**src/rtl/spi_slave_core_pkg.sv**
```systemverilog
// Shared types and helpers for the oversampled SPI slave.
//  frame_state_e : frame tracking FSM states (idle between frames, active while CS is low)
//  MIN_SYNC_STAGES : smallest synchroniser depth allowed; shallower requests are clamped up
//  cnt_width()   : bit-counter width for a given word size
package spi_slave_core_pkg;

  typedef enum logic [0:0] {
    ST_IDLE   = 1'b0,
    ST_ACTIVE = 1'b1
  } frame_state_e;

  localparam int unsigned MIN_SYNC_STAGES = 2;

  // Counter must index bits 0..w-1; never narrower than one bit.
  function automatic int unsigned cnt_width(input int unsigned w);
    return (w <= 2) ? 1 : $clog2(w);
  endfunction

endpackage

```
**src/rtl/spi_sync_edge.sv**
```systemverilog
// Multi-flop synchroniser with registered level and edge pulses.
//  clk, rst_n : system clock, async active-low reset
//  d          : asynchronous input pin
//  level      : synchronised level (one flop after the chain)
//  rise, fall : 1-cycle pulses, aligned with the cycle in which level changes
//  RST_VAL    : reset value of the whole chain, so release produces no edge
module spi_sync_edge
  import spi_slave_core_pkg::*;
#(
  parameter int unsigned STAGES  = 2,
  parameter logic        RST_VAL = 1'b0
) (
  input  logic clk,
  input  logic rst_n,
  input  logic d,
  output logic level,
  output logic rise,
  output logic fall
);

  localparam int unsigned DEPTH = (STAGES < MIN_SYNC_STAGES) ? MIN_SYNC_STAGES : STAGES;

  logic [DEPTH-1:0] chain;

  // Synchroniser chain plus edge detection against the previous level.
  always_ff @(posedge clk or negedge rst_n) begin
    if (!rst_n) begin
      chain <= {DEPTH{RST_VAL}};
      level <= RST_VAL;
      rise  <= 1'b0;
      fall  <= 1'b0;
    end else begin
      chain <= {chain[DEPTH-2:0], d};
      level <= chain[DEPTH-1];
      rise  <= chain[DEPTH-1] & ~level;
      fall  <= ~chain[DEPTH-1] & level;
    end
  end

endmodule

```
**src/rtl/spi_slave_core.sv**
```systemverilog
// Oversampled, parametrised SPI slave core.
//  Pins    : spi_clk, spi_cs_n, spi_mosi in; spi_miso, spi_miso_oe out
//  RX      : rx_data (held), rx_stb pulse, rx_first (first word of frame, with rx_stb)
//  TX      : tx_data/tx_valid/tx_ready one-entry holding buffer, tx_underrun pulse
//  Status  : frame_abort pulse, csn_state, csn_rise/csn_fall pulses
// Needs f(clk) >= 8 x f(SCK); all pins pass through SYNC_STAGES flops.
module spi_slave_core
  import spi_slave_core_pkg::*;
#(
  parameter int unsigned     WIDTH       = 8,
  parameter bit              CPOL        = 1'b0,
  parameter bit              CPHA        = 1'b0,
  parameter bit              MSB_FIRST   = 1'b1,
  parameter int unsigned     SYNC_STAGES = 2,
  parameter logic [WIDTH-1:0] TX_IDLE    = '1
) (
  input  logic             clk,
  input  logic             rst_n,
  input  logic             spi_mosi,
  output logic             spi_miso,
  output logic             spi_miso_oe,
  input  logic             spi_cs_n,
  input  logic             spi_clk,
  output logic [WIDTH-1:0] rx_data,
  output logic             rx_stb,
  output logic             rx_first,
  input  logic [WIDTH-1:0] tx_data,
  input  logic             tx_valid,
  output logic             tx_ready,
  output logic             tx_underrun,
  output logic             frame_abort,
  output logic             csn_state,
  output logic             csn_rise,
  output logic             csn_fall
);

  localparam int unsigned DEPTH = (SYNC_STAGES < MIN_SYNC_STAGES) ? MIN_SYNC_STAGES : SYNC_STAGES;
  localparam int unsigned CNT_W = cnt_width(WIDTH);
  localparam logic [CNT_W-1:0] LAST_BIT = CNT_W'(WIDTH - 1);
  // SCK level right after the edge on which MOSI is sampled.
  localparam logic SAMPLE_LEVEL = (CPOL == CPHA) ? 1'b1 : 1'b0;

  frame_state_e state, state_next;

  logic             sck_level, sck_rise, sck_fall;
  logic [DEPTH:0]   mosi_chain;
  logic             mosi_bit;
  logic [CNT_W-1:0] bit_cnt;
  logic [WIDTH-1:0] rx_shift, tx_shift, hold_data;
  logic             first_pending;

  logic             sck_edge_c, active_c, start_c, load_c, sample_c, shift_c;
  logic             word_done_c, abort_c, first_drive_c, underrun_c;
  logic [WIDTH-1:0] load_word_c, rx_next_c;

  function automatic logic out_bit(input logic [WIDTH-1:0] w);
    return MSB_FIRST ? w[WIDTH-1] : w[0];
  endfunction

  function automatic logic [WIDTH-1:0] drop_bit(input logic [WIDTH-1:0] w);
    return MSB_FIRST ? {w[WIDTH-2:0], 1'b0} : {1'b0, w[WIDTH-1:1]};
  endfunction

  // CS_n synchroniser: idles deasserted so reset release is edge-free.
  spi_sync_edge #(.STAGES(DEPTH), .RST_VAL(1'b1)) u_cs_sync (
    .clk   (clk),
    .rst_n (rst_n),
    .d     (spi_cs_n),
    .level (csn_state),
    .rise  (csn_rise),
    .fall  (csn_fall)
  );

  // SCK synchroniser: idles at CPOL.
  spi_sync_edge #(.STAGES(DEPTH), .RST_VAL(CPOL)) u_sck_sync (
    .clk   (clk),
    .rst_n (rst_n),
    .d     (spi_clk),
    .level (sck_level),
    .rise  (sck_rise),
    .fall  (sck_fall)
  );

  // MOSI delayed by the same depth as the SCK level so samples line up.
  always_ff @(posedge clk or negedge rst_n) begin
    if (!rst_n) mosi_chain <= '0;
    else        mosi_chain <= {mosi_chain[DEPTH-1:0], spi_mosi};
  end
  assign mosi_bit = mosi_chain[DEPTH];

  assign spi_miso_oe = ~csn_state;

  // Frame state register.
  always_ff @(posedge clk or negedge rst_n) begin
    if (!rst_n) state <= ST_IDLE;
    else        state <= state_next;
  end

  // Frame tracking and per-cycle control strobes.
  always_comb begin
    state_next    = state;
    start_c       = 1'b0;
    active_c      = 1'b0;
    load_c        = 1'b0;
    sample_c      = 1'b0;
    shift_c       = 1'b0;
    word_done_c   = 1'b0;
    abort_c       = 1'b0;
    first_drive_c = 1'b0;
    sck_edge_c    = sck_rise | sck_fall;
    case (state)
      ST_IDLE: begin
        if (csn_fall) begin
          state_next    = ST_ACTIVE;
          start_c       = 1'b1;
          load_c        = 1'b1;
          first_drive_c = ~CPHA;
        end
      end
      ST_ACTIVE: begin
        if (csn_rise) begin
          state_next = ST_IDLE;
          abort_c    = (bit_cnt != '0);
        end else begin
          active_c    = ~csn_state;
          sample_c    = active_c & sck_edge_c & (sck_level == SAMPLE_LEVEL);
          shift_c     = active_c & sck_edge_c & (sck_level != SAMPLE_LEVEL);
          word_done_c = sample_c & (bit_cnt == LAST_BIT);
          load_c      = word_done_c;
        end
      end
      default: state_next = ST_IDLE;
    endcase
  end

  // Word source for a load and the shifted-in RX word.
  always_comb begin
    underrun_c  = load_c & tx_ready;
    load_word_c = tx_ready ? TX_IDLE : hold_data;
    rx_next_c   = MSB_FIRST ? {rx_shift[WIDTH-2:0], mosi_bit}
                            : {mosi_bit, rx_shift[WIDTH-1:1]};
  end

  // RX path, bit counter and status pulses.
  always_ff @(posedge clk or negedge rst_n) begin
    if (!rst_n) begin
      bit_cnt       <= '0;
      rx_shift      <= '0;
      rx_data       <= '0;
      rx_stb        <= 1'b0;
      rx_first      <= 1'b0;
      first_pending <= 1'b0;
      tx_underrun   <= 1'b0;
      frame_abort   <= 1'b0;
    end else begin
      rx_stb      <= 1'b0;
      rx_first    <= 1'b0;
      tx_underrun <= underrun_c;
      frame_abort <= abort_c;
      if (start_c) begin
        bit_cnt       <= '0;
        first_pending <= 1'b1;
      end
      if (csn_rise) begin
        bit_cnt  <= '0;
        rx_shift <= '0;
      end
      if (sample_c) begin
        rx_shift <= rx_next_c;
        if (word_done_c) begin
          bit_cnt       <= '0;
          rx_data       <= rx_next_c;
          rx_stb        <= 1'b1;
          rx_first      <= first_pending;
          first_pending <= 1'b0;
        end else begin
          bit_cnt <= bit_cnt + CNT_W'(1);
        end
      end
    end
  end

  // TX holding buffer and MISO shifter. A load and an accept never
  // collide: a load only empties a full buffer, an accept only fills an empty one.
  always_ff @(posedge clk or negedge rst_n) begin
    if (!rst_n) begin
      tx_ready  <= 1'b1;
      hold_data <= '0;
      tx_shift  <= '0;
      spi_miso  <= 1'b0;
    end else begin
      if (load_c && !tx_ready) tx_ready <= 1'b1;
      if (tx_valid && tx_ready) begin
        hold_data <= tx_data;
        tx_ready  <= 1'b0;
      end
      if (load_c) begin
        // CPHA=0 must present the first bit before the first SCK edge.
        if (first_drive_c) begin
          spi_miso <= out_bit(load_word_c);
          tx_shift <= drop_bit(load_word_c);
        end else begin
          tx_shift <= load_word_c;
        end
      end else if (shift_c) begin
        spi_miso <= out_bit(tx_shift);
        tx_shift <= drop_bit(tx_shift);
      end
    end
  end

endmodule
```
**config.mk**
```make
export PLATFORM = sky130hd
export DESIGN_NAME = spi_slave_core
export DESIGN_NICKNAME = d
export VERILOG_FILES = /design/src/rtl/spi_slave_core_pkg.sv /design/src/rtl/spi_sync_edge.sv /design/src/rtl/spi_slave_core.sv
export SDC_FILE = /design/constraint.sdc
export NUM_CORES = 1
export LEC_CHECK = 0
export CAP_MARGIN = 10
export CELL_PAD_IN_SITES_DETAIL_PLACEMENT = 0
export CELL_PAD_IN_SITES_GLOBAL_PLACEMENT = 1
export CORE_MARGIN = 3
export CORE_UTILIZATION = 45
export CTS_BUF_LIST = sky130_fd_sc_hd__clkbuf_16
export CTS_CLUSTER_DIAMETER = 60
export CTS_CLUSTER_SIZE = 16
export DETAILED_ROUTE_END_ITERATION = 10
export HOLD_SLACK_MARGIN = 0.05
export PLACE_DENSITY = 0.83
export SLEW_MARGIN = 20
export SYNTH_ARGS = -nofsm -noshare
export SYNTH_HDL_FRONTEND = slang
export SYNTH_SLANG_ARGS = --single-unit
```
**constraint.sdc**
```tcl
create_clock -name clk -period 3.15 [get_ports clk]
set_clock_uncertainty 0.05 [all_clocks]
set_input_delay 0.63 -clock clk [delete_from_list [all_inputs] [get_ports clk]]
set_output_delay 0.63 -clock clk [all_outputs]
set_load 0.02 [all_outputs]
```
==> results.txt, run 1 <==
Worst setup margin -> 0.874 ns
Num CTS Buffers -> 5
Synth Flop Type -> dfrtp_1
Max stage delay cell, worst path -> dfstp_2
DRC errors left -> 0
Worst Hold Class -> in2async
Async set-reset flop share out of synthesis -> 100%
Crit path to -> tx_ready
CP startpoint kind -> flip-flop
Reg2reg end -> tx_shift[6]
Critical path's largest stage delay -> 0.66 ns
Crit-path cells -> clkdlybuf4s50_1
Final hold vios -> 0
Status -> finished clean
FF+latch count, synth -> 55
Period minus WS final -> 2.28 ns
Final-report max-slew violation count -> 0
Via density -> 5.42
Std cell rows -> 25
Fin nets -> 236
Worst VDD drop -> 0.436 mV
Fin util -> 59.2%
Max-cap violations -> 0
First-pass DRT Iterations -> 4
CP Capture Type -> output pin
Mapped Cells -> 189
Gr usage total -> 16.7%
Reg-to-reg slack, setup -> 1.01 ns
Area of the die -> 0.00607 sq mm
Leak Pwr -> 1.23 nW
Inst Count DP -> 279
Dpl hpwl -> 3.06 mm
Post-Route WL -> 4.45 mm
Post-CTS Setup Bufs -> 0
EDFF count, synth -> 0
Skew-Pair Late Insertion Delay -> 0.29 ns
Place WS -> 1.03 ns
Total chip power -> 1.90 mW
Area Growth Syn to Fin -> 23.4%
Clock Pin Slew Worst Setup and Hold Paths -> 0.07 ns
CP Data Arrival Time -> 1.60 ns
Unrepaired setup endpoints after global routing -> false
Largest net degree at the start of global routing -> 36
Area after DPL -> 0.00268 sq mm
Antenna violations before repair -> 0
Period utilisation layout -> 72.3%
Synth warn -> 0
Reg2reg start -> bit_cnt[0]
Filler cells -> 394
Maximum clock rate -> 439 MHz
Worst rel slew slack -> 39.2%
Mapped Nets -> 206
Post_cts resized -> 0
# setup viols final -> 0
Initial core utilization -> 48.0%
PwrDens -> 662 mW/mm^2
Register Area -> 0.00138 sq mm
Drt wl/cell -> 15.5 um
Port Buffers -> 31
Area of the multi-input gates -> 833 sq um
Worst Path Required -> 2.47 ns
Critical path's top delay family -> flip-flops
Non-filler cells, final -> 287
Via count -> 1556
Hold slack -> 0.242 ns
CTS tree -> built
Register area share after synthesis -> 59.4%
Global-route wire length before repair -> 7.95 mm
CTS max path bufs -> 2
Synth Cell Area -> 0.00233 sq mm
Mean Syn Cell Area -> 12.3 sq um
Worst setup startpoint -> tx_ready
Crit Path Max Fanout -> 13
Critical path buffers and inverters -> 1
Die X -> 77.9 um
CTS Hold Buffers Added -> 0
Top Ports -> 32
Placer Congestion -> 0.777
N_diodes -> 0
Worst reg2reg path depth -> 5
CTS sink cnt -> 55
H-tree levels -> 2
Antenna Violating Nets Remaining -> 0
Count of different cell masters after synthesis -> 39
Detailed Route Iter0 Violations -> 85
Area of the core -> 0.00485 sq mm
Crit path kind -> reg2out
Height of the die -> 77.9 um
Root Driver -> clkbuf_16
Fin Setup TNS -> 0 ns
Grt total ovfl -> 0
Layout cells sized above 1 -> 16.8%
Final Cell Area -> 0.00287 sq mm
Worst-margin pin slew -> 0.906 ns
Worst path depth -> 1
Number of global-route vias before repair -> 1653
==> cell families (layout without fill, tap and decap cells) <==
family / Yosys count / count (layout) / synth area share (%)
muxes: 17 / 17 / 8.17
buffers and inverters: 25 / 56 / 5.05
DFF: 55 / 55 / 59.4
and+or+nand+nor: 46 / 46 / 11.5
adders and majority gates: 3 / 3 / 1.61
AOI/OAI and AO/OA: 43 / 43 / 14.4
==> flip-flops by register name (all words and copies together) (netlist names), 2 cells and up <==
register,cells
hold_data,8
u_cs_sync.chain,2
mosi_chain,3
bit_cnt,3
tx_shift,8
rx_shift,7
u_sck_sync.chain,2
rx_data,8
==> cell type report <==
class	count	share of cell area (%)
flip-flops and latches	55	48.1
multi-input cells	109	29.0
repair buffers	35	11.7
clock buffers	5	4.36
well taps	67	2.92
clock inverters	3	2.22
inverters	13	1.70
==> worst min path at each step <==
stage	from	end	slack, ns	cells after the start
2_1_floorplan	rst_n	bit_cnt[0]	0.28	0
3_3_place_gp	mosi_chain[0]	mosi_chain[1]	0.28	0
3_5_place_dp	mosi_chain[0]	mosi_chain[1]	0.29	0
4_1_cts	rst_n	rx_data[4]	0.25	1
5_1_grt	rst_n	rx_data[4]	0.27	1
6_report	rst_n	rx_data[4]	0.24	1
==> routing by layer <==
metal	track usage [%]	routed length, um
met5	0	0
met2	27.6	2280
met4	5.42	56
met3	4.29	219
met1	21.3	1890
==> power by group <==
part / leakage, nW / internal (mW) / switching [mW]
combinational: 0.463 / 0.164 / 0.140
clock: 0.0952 / 0.452 / 0.231
sequential: 0.677 / 0.814 / 0.0992
total: 1.23 / 1.43 / 0.470
==> synth_stat cells, types with 2 or more instances <==
master	count	area share, %
dfrtp_1	51	55
inv_1	13	2.1
o211ai_2	10	5.4
o21ai_1	10	2.2
mux2_1	8	3.9
mux2_2	8	3.9
nand3b_1	8	2.6
nor2_1	8	1.3
a21oi_1	7	1.5
a22oi_1	6	1.9
or3_1	6	1.6
nand2_1	5	0.81
buf_2	4	0.86
clkbuf_1	4	0.64
dfstp_2	4	4.5
nand3_1	4	0.86
ha_1	3	1.6
nand2b_1	3	0.81
nor2b_1	3	0.81
buf_6	2	0.97
nor3_1	2	0.43
o211ai_1	2	0.64
o21ai_0	2	0.43
==> cells in the final DEF (no fill, tap or decap), types with 5 or more instances in the layout <==
cell,instances
mux2_2,8
nand2_1,5
or3_1,6
inv_1,14
nor2_1,8
o21ai_1,10
dfrtp_1,51
clkdlybuf4s50_1,30
mux2_1,8
a22oi_1,6
o211ai_2,10
clkbuf_16,5
nand3b_1,8
a21oi_1,7
(Power assumes the default switching activity.)
==> run 2, diff against run 1 <==
Settings changed: CORE_UTILIZATION 45 to 43, PLACE_DENSITY 0.83 to 0.8.
Clock period 3.15 ns to 2.2 ns, I/O delays scaled along.
==> results.txt, run 2 (synthesis results as in run 1) <==
CTS tree -> built
Fin util -> 55.6%
Num CTS Buffers -> 5
Placer Congestion -> 0.705
CP startpoint kind -> flip-flop
Clock Pin Slew Worst Setup and Hold Paths -> 0.07 ns
Filler cells -> 467
Skew-Pair Late Insertion Delay -> 0.29 ns
Root Driver -> clkbuf_16
Worst-margin pin slew -> 0.625 ns
Final-report max-slew violation count -> 0
Status -> finished clean
Largest net degree at the start of global routing -> 56
Reg-to-reg slack, setup -> 0.26 ns
Final Cell Area -> 0.00288 sq mm
Dpl hpwl -> 2.76 mm
Worst setup startpoint -> tx_ready
Critical path's top delay family -> flip-flops
Period minus WS final -> 2.09 ns
Worst rel slew slack -> 58.3%
Via count -> 1555
Height of the die -> 79.6 um
Post-CTS Setup Bufs -> 0
Gr usage total -> 15.1%
Leak Pwr -> 1.24 nW
Global-route wire length before repair -> 7.45 mm
Antenna Violating Nets Remaining -> 0
First-pass DRT Iterations -> 4
Grt total ovfl -> 0
Max-cap violations -> 0
Area of the core -> 0.00517 sq mm
Fin nets -> 240
Antenna violations before repair -> 0
Maximum clock rate -> 478 MHz
Reg2reg start -> bit_cnt[0]
Commonest non-fill, non-tap cell in the layout -> dfrtp_1
Worst reg2reg path depth -> 6
Crit path kind -> reg2out
Post_cts resized -> 0
# setup viols final -> 0
Worst Path Required -> 1.71 ns
Crit-path cells -> clkdlybuf4s50_1
Unrepaired setup endpoints after global routing -> false
Initial core utilization -> 45.0%
CTS sink cnt -> 55
Max stage delay cell, worst path -> dfstp_2
Std cell rows -> 26
Via density -> 5.29
Detailed Route Iter0 Violations -> 89
Top Ports -> 32
Area of the die -> 0.00633 sq mm
Period utilisation layout -> 95.1%
Total chip power -> 2.54 mW
CP Data Arrival Time -> 1.60 ns
CP Capture Type -> output pin
Critical path buffers and inverters -> 1
Number of global-route vias before repair -> 1580
Reg2reg end -> rx_data[7]
Area Growth Syn to Fin -> 23.6%
N_diodes -> 0
Worst VDD drop -> 0.580 mV
DRC errors left -> 0
Port Buffers -> 31
Die X -> 79.6 um
Fin Setup TNS -> 0 ns
Drt wl/cell -> 14.2 um
H-tree levels -> 2
Area after DPL -> 0.00273 sq mm
Worst Hold Class -> in2async
Crit Path Max Fanout -> 13
PwrDens -> 882 mW/mm^2
Most frequent cells in the layout -> 51 x dfrtp_1, 30 x clkdlybuf4s50_1, 13 x inv_1
CTS max path bufs -> 2
Critical path's largest stage delay -> 0.66 ns
Final hold vios -> 0
Top Registers -> hold_data (8), rx_data (8), tx_shift (8)
Post-Route WL -> 4.17 mm
Layout cells sized above 1 -> 18.8%
CTS Hold Buffers Added -> 0
## run 2: changes by cell type in the layout (fill, tap and decap cells not counted)
| cell | delta |
|---|---|
| inv_1 | -1 |
| buf_12 | +1 |
| clkinv_2 | +1 |
| inv_6 | +2 |
| buf_4 | +3 |
| bufinv_16 | -2 |
## run 2: cell type report
type                       count  area, sq um  share of cell area [%]
sequential                    55         1380                    48.0
multi-input combinational    109          833                    29.0
timing repair buffer          39          378                    13.1
clock buffer                   5          125                    4.35
tap                           70         87.6                    3.04
inverter                      13         48.8                    1.70
clock inverter                 3         22.5                   0.783
## run 2: worst max-delay path by stage
stage / slack [ns] / depth (start not counted) / end
4_1_cts: 0.10 / 1 / tx_ready
3_5_place_dp: 0.27 / 6 / rx_data[7]
6_report: 0.11 / 1 / tx_ready
5_1_grt: 0.05 / 1 / tx_ready
2_1_floorplan: 0.47 / 6 / rx_data[0]
3_3_place_gp: 0.29 / 6 / rx_data[7]
## run 2: worst reg2reg max path, stage by stage (launching register included)
cell	delay [ns]
dfrtp_1	0.41
ha_1	0.18
ha_1	0.27
nand2_1	0.12
nor3_2	0.22
buf_4	0.24
mux2_1	0.33
## run 2: where the power goes
group / total, mW / internal (mW) / switching (mW)
combinational: 0.443 / 0.242 / 0.201
clock: 0.790 / 0.428 / 0.361
sequential: 1.30 / 1.16 / 0.138
## run 2: per-layer routing
metal  GRT usage [%]  vias to the layer above  share of wire [%]
met1            20.3                      771                 47
met2            23.9                       43                 46
met4            5.67                        0                1.3
met3            3.39                        5                5.0
li1                -                      736                  -
met5               0                        -                  0
## run 2: per-stage QoR
stage	cells	hold WS, ns	setup WS [ns]
after floorplan	189	0.0944	0.469
after global placement	286	0.284	0.289
after detailed placement	286	0.290	0.267
after CTS	294	0.0989	0.101
after global routing	294	0.107	0.0529
final	294	0.0789	0.107
==> RTL edit (config.mk and constraints of run 2) <==
Register the output `tx_underrun` once more; this adds one clock of latency there. The other outputs are not delayed to match.
--- a/src/rtl/spi_slave_core.sv
+++ b/src/rtl/spi_slave_core.sv
@@ -41,4 +41,6 @@
   localparam logic SAMPLE_LEVEL = (CPOL == CPHA) ? 1'b1 : 1'b0;
 
+  logic tx_underrun_s0;
+
   frame_state_e state, state_next;
 
@@ -151,10 +153,10 @@
       rx_first      <= 1'b0;
       first_pending <= 1'b0;
-      tx_underrun   <= 1'b0;
+      tx_underrun_s0 <= 1'b0;
       frame_abort   <= 1'b0;
     end else begin
       rx_stb      <= 1'b0;
       rx_first    <= 1'b0;
-      tx_underrun <= underrun_c;
+      tx_underrun_s0 <= underrun_c;
       frame_abort <= abort_c;
       if (start_c) begin
@@ -210,3 +212,11 @@
   end
 
+  always_ff @(posedge clk or negedge rst_n) begin
+    if (!rst_n) begin
+      tx_underrun <= '0;
+    end else begin
+      tx_underrun <= tx_underrun_s0;
+    end
+  end
+
 endmodule
Formal check against the unedited RTL: not equivalent (Yosys sat finds a counterexample within 10 cycles, from zero or initial values and one cycle with rst_n low).
==> RTL edit against run 2 <==
Final area up 1.3%; highest routed layer unchanged; largest cell class unchanged; routed wire length down 0.69%; synthesized area up 1.1%; global-route usage down 0.88 points; sequential power about the same; via count down 1.9%; power up 0.63%; sequential cell count up 1; count of clock-buffer cells in the layout unchanged; setup slack better by 0.14 ns.
==> RTL edit: results (changes against run 2) <==
stage;metric;value;unit;change
run_status;run status;finished, final reports clean;;unchanged
sta;WHS;0.08053;ns;was 0.07893 ns
global_routing;met1 Use GR;20.07;%;was 20.34%
critical_path;crit path max fanout;4;;was 13
yosys;synth top area cells;dfrtp_1 (55%), o211ai_2 (5.3%), dfstp_2 (4.5%);;was dfrtp_1 (55%), o211ai_2 (5.4%), dfstp_2 (4.5%)
critical_path;Worst path slowest cell;clkdlybuf4s50_1;;was dfstp_2
finish;sequential share of cell area;48.26;%;was 48.02%
yosys;post-synthesis net count;207;;was 206
critical_path;reg2reg setup slack;0.28;ns;was 0.26 ns
global_routing;vias in the first global route;1461;;was 1580
place;Final HPWL DP;2.896;mm;was 2.758 mm
routing;WL met2;1.901;mm;was 1.939 mm
routing;number of vias per cell;5.138;;was 5.289
global_routing;grt met3 use;2.709;%;was 3.386%
routing;Routed WL per cell;13.96;um;was 14.20 um
place;Area after DPL;2769;sq um;was 2729 sq um
critical_path;Data arrival, critical path;1.46;ns;was 1.60 ns
yosys;Seq/Total Area, Yosys;59.79;%;was 59.35%
global_routing;largest net degree at the start of global routing;25;;was 56
sta;Max-slew headroom;58.31;%;was 58.33%
finish;sequential cells;56;;was 55
place;pre-CTS setup slack;0.2956;ns;was 0.2670 ns
power_and_ir_drop;Pleak;1.258;nW;was 1.238 nW
finish;post-route cell area;2914;sq um;was 2877 sq um
global_routing;M2 GR Usage;21.69;%;was 23.87%
==> RTL edit: kinds of logic after synthesis <==
family | share of synthesized area, %
DFF | 59.79
muxes | 8.085
and+or+nand+nor | 11.33
adders and majority gates | 1.596
buffers and inverters | 5.000
AOI/OAI and AO/OA | 14.20
==> RTL edit: worst max path at each step <==
| stage | startpoint | endpoint | slack (ns) | depth (start not counted) |
|---|---|---|---|---|
| finish | u_cs_sync.level | csn_state | 0.25 | 1 |
| global route | bit_cnt[0] | rx_data[6] | 0.13 | 6 |
| CTS | u_cs_sync.level | csn_state | 0.24 | 1 |
| detailed placement | bit_cnt[0] | rx_data[6] | 0.30 | 6 |
| global placement | state | bit_cnt[0] | 0.35 | 4 |
| floorplan | bit_cnt[0] | rx_data[0] | 0.47 | 6 |
==> RTL edit: where the power goes <==
group	internal (mW)	switching, mW
clock network	0.420	0.351
registers	1.18	0.111
logic	0.255	0.231
total	1.86	0.693
